<file path="config.mk">
export PLATFORM = sky130hd
export DESIGN_NAME = life_engine_ctrl
export DESIGN_NICKNAME = d
export VERILOG_FILES = /design/src/rtl/life_engine_ctrl.sv
export SDC_FILE = /design/constraint.sdc
export NUM_CORES = 2
export LEC_CHECK = 0
export BUFFER_PORTS_ARGS = -buffer_cell sky130_fd_sc_hd__buf_4
export CORE_ASPECT_RATIO = 1.1
export CORE_MARGIN = 5
export CORE_UTILIZATION = 40
export CTS_BUF_LIST = sky130_fd_sc_hd__clkbuf_16
export DETAILED_ROUTE_END_ITERATION = 10
export HOLD_SLACK_MARGIN = 0.06
export PLACE_DENSITY = 0.69
export REMOVE_ABC_BUFFERS = 1
export SETUP_SLACK_MARGIN = 0.1
export SLEW_MARGIN = 5
export SYNTH_ARGS = -nofsm -noshare
export SYNTH_HDL_FRONTEND = slang
export SYNTH_SLANG_ARGS = --single-unit
</file>
<file path="constraint.sdc">
create_clock -name ClkPort -period 34.8 [get_ports ClkPort]
set_input_delay 10.44 -clock ClkPort [delete_from_list [all_inputs] [get_ports ClkPort]]
set_output_delay 10.44 -clock ClkPort [all_outputs]
set_load 0.01 [all_outputs]
</file>
<file path="src/rtl/life_engine_ctrl.sv">
// Game of Life engine with run controller: computes a generation row-serially into a
// shadow buffer and commits it atomically, paced by a tick divider or single steps.
module life_engine_ctrl #(
  parameter int ROWS     = 16,
  parameter int COLS     = 16,
  parameter int RW       = 4,
  parameter int TICK_DIV = 268435456,
  parameter int GEN_W    = 16
) (
  input  logic                 ClkPort,
  input  logic                 reset,
  input  logic                 start_stop_i,
  input  logic                 step_i,
  input  logic                 clear_i,
  input  logic                 wrap_i,
  input  logic                 edit_we_i,
  input  logic [RW-1:0]        edit_row_i,
  input  logic [COLS-1:0]      edit_data_i,
  output logic [ROWS*COLS-1:0] board_o,
  output logic [GEN_W-1:0]     generation_cnt_o,
  output logic [1:0]           state_o,
  output logic                 busy_o,
  output logic                 extinct_o
);

  localparam int CW = $clog2(ROWS + 1);
  localparam int TW = (TICK_DIV > 1) ? $clog2(TICK_DIV) : 1;
  localparam logic [TW-1:0] TICK_LAST = TW'(TICK_DIV - 1);
  localparam logic [CW-1:0] ROW_LAST  = CW'(ROWS);

  typedef enum logic [1:0] {
    ST_SET   = 2'b00,
    ST_RUN   = 2'b01,
    ST_PAUSE = 2'b10,
    ST_CALC  = 2'b11
  } state_t;

  typedef struct packed {
    logic clear;
    logic toggle;
    logic step;
    logic edit;
  } cmd_t;

  cmd_t                       cmd;
  state_t                     state, ret_state;
  logic [ROWS-1:0][COLS-1:0]  board, shadow;
  logic [GEN_W-1:0]           gen;
  logic [TW-1:0]              tick;
  logic [CW-1:0]              row_cnt;
  logic                       wrap_q;
  logic [COLS-1:0]            up_row, mid_row, dn_row, next_row;

  assign cmd = '{clear: clear_i, toggle: start_stop_i, step: step_i, edit: edit_we_i};

  // Neighbourhood rows for the row being computed; out-of-board rows read as dead unless wrapping.
  always_comb begin
    up_row  = '0;
    mid_row = '0;
    dn_row  = '0;
    for (int r = 0; r < ROWS; r++) begin
      if (CW'(r) == row_cnt) begin
        mid_row = board[r];
        if (r > 0 || wrap_q)      up_row = board[(r + ROWS - 1) % ROWS];
        if (r < ROWS - 1 || wrap_q) dn_row = board[(r + 1) % ROWS];
      end
    end
  end

  for (genvar c = 0; c < COLS; c++) begin : g_col
    localparam int CL = (c + COLS - 1) % COLS;
    localparam int CR = (c + 1) % COLS;
    logic       lv, rv;
    logic [7:0] nb;
    logic [3:0] cnt;
    assign lv = wrap_q | (c != 0);
    assign rv = wrap_q | (c != COLS - 1);
    assign nb = {up_row[CL] & lv, up_row[c], up_row[CR] & rv,
                 mid_row[CL] & lv,           mid_row[CR] & rv,
                 dn_row[CL] & lv, dn_row[c], dn_row[CR] & rv};
    always_comb begin
      cnt = '0;
      for (int i = 0; i < 8; i++) cnt = cnt + 4'(nb[i]);
    end
    // B3/S23
    assign next_row[c] = (cnt == 4'd3) | (mid_row[c] & (cnt == 4'd2));
  end

  always_ff @(posedge ClkPort or posedge reset) begin
    if (reset) begin
      state     <= ST_SET;
      ret_state <= ST_SET;
      board     <= '0;
      shadow    <= '0;
      gen       <= '0;
      tick      <= '0;
      row_cnt   <= '0;
      wrap_q    <= 1'b0;
    end else if (cmd.clear) begin
      state     <= ST_SET;
      ret_state <= ST_SET;
      board     <= '0;
      gen       <= '0;
      tick      <= '0;
      row_cnt   <= '0;
    end else begin
      case (state)
        ST_SET, ST_PAUSE: begin
          if (cmd.toggle) begin
            state <= ST_RUN;
            tick  <= '0;
          end else if (cmd.step) begin
            state     <= ST_CALC;
            ret_state <= state;
            row_cnt   <= '0;
            wrap_q    <= wrap_i;
          end else if (cmd.edit) begin
            for (int r = 0; r < ROWS; r++)
              if (RW'(r) == edit_row_i) board[r] <= edit_data_i;
          end
        end
        ST_RUN: begin
          if (cmd.toggle) begin
            state <= ST_PAUSE;
            tick  <= '0;
          end else if (tick == TICK_LAST) begin
            tick      <= '0;
            state     <= ST_CALC;
            ret_state <= ST_RUN;
            row_cnt   <= '0;
            wrap_q    <= wrap_i;
          end else begin
            tick <= tick + 1'b1;
          end
        end
        ST_CALC: begin
          if (row_cnt == ROW_LAST) begin
            board   <= shadow;
            gen     <= gen + 1'b1;
            state   <= ret_state;
            row_cnt <= '0;
          end else begin
            for (int r = 0; r < ROWS; r++)
              if (CW'(r) == row_cnt) shadow[r] <= next_row;
            row_cnt <= row_cnt + 1'b1;
          end
        end
        default: state <= ST_SET;
      endcase
    end
  end

  assign board_o          = board;
  assign generation_cnt_o = gen;
  assign state_o          = state;
  assign busy_o           = (state == ST_CALC);
  assign extinct_o        = ~|board;

endmodule

</file>
# Yosys cells after proc, flatten, opt, wreduce, memory -nomap -nowiden
# Index checks and enable logic that the tools add are counted.
# Widths: inputs -> output; s select.
classes:
  addsub: 115
  n_eq_ne: 97
  n_mux: 105
  n_bitwise: 40
  n_reduce_logical: 49
op_table:
  columns: ["operator", "count"]
  rows:
  - ["$mux 256", 5]
  - ["$mux 16", 69]
  - ["$pmux 256 s2", 1]
  - ["$add 4x1->4", 64]
  - ["$reduce_or 256->1", 1]
  - ["$eq 4x2->1 const B", 32]
  - ["$mux 28", 4]
  - ["$reduce_and 6->1", 17]
  - ["$ne 3x3->1 const B", 23]
  - ["$reduce_and 4->1", 17]
  - ["$add 3x1->4", 16]
  - ["$pmux 28 s2", 1]
  - ["$add 2x1->3", 16]
  - ["$eq 4x5->1 const A", 8]
  - ["$add 1x1->2", 16]
  - ["$eq 4x4->1 const A", 8]
  - ["$mux 5", 6]
  - ["$add 28x1->28 const B", 1]
  - ["$eq 28x28->1 const B", 1]
  - ["$and 1x1->1", 22]
  - ["$mux 2", 11]
  - ["$eq 3x5->1 const A", 4]
  - ["$add 16x1->16 const B", 1]
  - ["$eq 3x4->1 const A", 4]
  - ["other kinds (28)", 58]
totals:
  reg_bits: 566
  in_bits: 27
  output_inout_bits: 276
  elab_cells: 444

# Longest topological paths before layout
logic_depth:
  ltp_word: 29
  depth_mapped: 30
  ltp_nobuf: 23

# Least setup slack after synthesis
# OpenSTA, ideal clock, no wires.
synth_timing:
  path_kind: "input-to-reg"
  startpoint: "input start_stop_i"
  endpoint: "register board, in the netlist board_o[132]"
  setup_ns: 0.096
  t_arrival_ns: 12.111
  t_required_ns: 34.704
  setup_slack_ns: 22.593
  path_stages: 8
  path_buffers: 4
  cell_sequence: "clkbuf_1 -> nor4b_1 -> or3_1 -> clkbuf_1 -> clkbuf_1 -> o21ai_1 -> clkbuf_1 -> o31ai_1"
synth_via:
  elab_chain_cells: 2
synth_rtl:
  columns: ["element", "line", "source"]
  rows:
  - ["from (decl)", "12", "input logic start_stop_i,"]
  - ["$ne 3x3->1 (no source line)", null, null]
  - ["$reduce_and 6->1 (no source line)", null, null]
  - ["to (signal, indexed assignment)", "119", "if (RW'(r) == edit_row_i) board[r] <= edit_data_i;"]
  - ["to (signal assigned)", "138", "board <= shadow;"]
  - ["to (decl)", "47", "logic [ROWS-1:0][COLS-1:0] board, shadow;"]
# No other way between the ends.
# A chain may end at the register's enable or synchronous reset.

# Worst setup path in the final report
layout_timing:
  startpoint: "register board, in the netlist board_o[253]"
  endpoint: "output extinct_o"
layout_via:
  elab_chain_cells: 2
layout_rtl:
  columns: ["element", "line", "source"]
  rows:
  - ["$reduce_or 256->1", "157", "assign extinct_o = ~|board;"]
  - ["$logic_not 1->1", "157", null]
  - ["to (decl)", "23", "output logic extinct_o"]
# No other way between the ends.

==> metrics.yaml <==
wl_per_cell_um: 32.6
core_area_sq_mm: 0.0862
clk_latency_ns: 0.65
final_nets: 4268
cp_num_buf_inv: 1
crit_slowest_cell: "nor4_1"
slowest_delay_ns: 0.99
whs_path_depth: 1
required_ns: 24.36
clock-sinks: 566
numPortBuffers: 302
p_leak_nw: 17.6
ys_types: 110
worstPathArrival_ns: 3.84
synthTopCellsByArea: "dfrtp_1, nand2_1, a21oi_1"
ys_seq_area_frac: 0.407
grt_pass1_wl_um: 248000
endpoint_kind: "output pin"
placementRows: 113
period_share: 0.410
grt_antenna_before_repair: 7
antenna_left: 0
crit_chain: "nor4_1, nand4_1, nor4_1, and4_1, buf_4"
dieArea_sq_mm: 0.0929
outcome: "complete, no violations"
avgSynthCellArea_sq_um: 8.64
initial_utilization: 0.403
maxCapViolCount: 0
max-vdd-ir-drop_mv: 0.0472
timing.slew.headroom: 0.108
synthesis.area_sq_mm: 0.0348
hpwlAfterDp_um: 122000
overflow: 0
setup_viol_count_final: 0
grt_pass1_vias: 33600
route.vias.total: 36000
timing.final.crit_period_ns: 14.28
wl_met2_um: 72900
drtIter0Drc: 5444
drtPass1Iterations: 6
synth_edf_count: 0
final_cells: 5326
critPathKind: "flip-flop to output pin"
cp.depth: 5
highest_layer: "met5"
layout-drive-gt1-share: 0.160
post_drt_via_cell_ratio: 6.75
postSynthCellCount: 4023
cp-start-kind: "flip-flop"
wl_met1_um: 67500
synth_top_area_share: 0.407
grt.total_usage: 0.357
routabilityCongestion: 1.05
worst_hold_slack_ns: 0.478
finalWorstSetupSlack_ns: 20.52
fp.dieW_um: 291
numCtsBuffers: 59
worst_slew_pin_slew_ns: 1.33
p_per_area_mw_per_mm2: 65.0
skew_ns: 0.0239
fmax_mhz: 70.1
ff2ff_path_depth: 23
io-pin-count: 303
h-tree-depth: 2
tns_ns: 0
r2r_setup_slack_ns: 26.26
finalHoldViolCount: 0
grt_max_degree: 179
layout_common_cells: "nand2_1, dfrtp_1, buf_4"
place_ws_ns: 20.86
routed_wl_um: 174000
drv_slew: 0
remaining_drc_errors: 0
dr_wl_met3_um: 20800
cp_top_family: "simple AND/OR/NAND/NOR gates"
cp_common_cell: "nor4_1"
synth.largest_area_cell: "dfrtp_1"
syn_to_final_growth_pct: 14.7
clk_pin_slew_ns: 0.06
dp_cells: 5220
post-cts-setup-buffers: 0
holdBufCountCts: 0
synth_seq_cells: 566
hold_path.class: "flip-flop to flip-flop"
cts_tree: "done"
clk_path_buf_depth: 3
cts-resized-gates: 0
fp.dieH_um: 319
cts_root_buf: "clkbuf_16"
rsz0062_at_grt: "no"
final_core_util: 0.462
ys.flop_type: "dfrtp_1"
final_common_cell: "nand2_1"
ys.warnings.count: 0
worst-path-max-fanout: 7
async_flop_share: 1.00
[synth_stat cells, types with 12 or more instances]
library cell,instances
clkbuf_1,234
nor3_1,57
mux2_2,67
a22oi_1,24
nand3_1,46
a32oi_1,19
ha_1,58
nor2b_1,20
xor2_1,16
and2_1,43
nor4_1,78
inv_1,73
nand2_1,626
fa_1,52
a21o_1,21
a211oi_1,23
buf_4,20
buf_1,42
a21oi_1,417
nand2b_1,18
o21a_1,12
a221o_1,29
dfrtp_1,566
and3_1,20
or3_1,18
a31oi_1,28
o21ai_1,43
o31ai_1,278
nand4_1,35
o22ai_1,54
o21ai_0,336
o211ai_1,31
o221ai_1,30
a221oi_1,69
nor2_1,228
buf_2,64
[logic make-up (layout without fill, tap and decap cells)]
kind of cell / Yosys count / count (layout) / share of synthesized area
AOI/OAI and AO/OA: 1537 / 1537 / 0.286
xor gates and xnor gates: 25 / 25 / 0.00630
adders and majority gates: 110 / 110 / 0.0508
buffers and inverters: 449 / 599 / 0.0558
DFF: 566 / 566 / 0.407
muxes: 71 / 71 / 0.0229
other: 0 / 3 / 0
and+or+nand+nor: 1265 / 1265 / 0.170
[metrics by stage]
step / instance area (sq um) / power [mW]
2_1_floorplan: 33100 / 1.34
3_3_place_gp: 38000 / 1.90
3_5_place_dp: 38000 / 1.92
4_1_cts: 39900 / 2.55
5_1_grt: 39900 / 2.68
6_report: 39900 / 2.59
[registers in the layout (all words and copies together), names as in the netlist]
signal            flops
state_o               2
row_cnt               5
shadow              256
g_col.lv              1
ret_state             2
board_o             256
tick                 28
generation_cnt_o     16
[power by group]
group / total [mW] / switching (mW) / internal (mW)
logic: 1.04 / 0.729 / 0.312
clock network: 0.632 / 0.278 / 0.353
registers: 0.918 / 0.195 / 0.723
total: 2.59 / 1.20 / 1.39
[layer usage]
metal  vias to the layer above  GRT usage
li1                      15100          -
met4                         8      0.194
met1                     17600      0.486
met3                       581     0.0901
met2                      2658      0.524
met5                         -          0
[path summary, 6_finish.rpt]
check / from / end
setup / recovery: board_o[253] / extinct_o
hold reg to reg: tick[7] / tick[7]
max in group asynchronous: reset / shadow[239]
hold / removal: tick[7] / tick[7]
setup reg to reg: row_cnt[0] / shadow[112]
min in group asynchronous: reset / tick[24]
[cell type report]
cell class	instances	area (sq um)
clock buffer	59	1480
antenna	3	7.51
fill	8406	46400
timing repair buffer	420	3170
tap	1150	1440
clock inverter	44	412
inverter	76	300
multi-input combinational	3008	18900
sequential	566	14200
No activity file was read; power rests on OpenSTA's default activity.
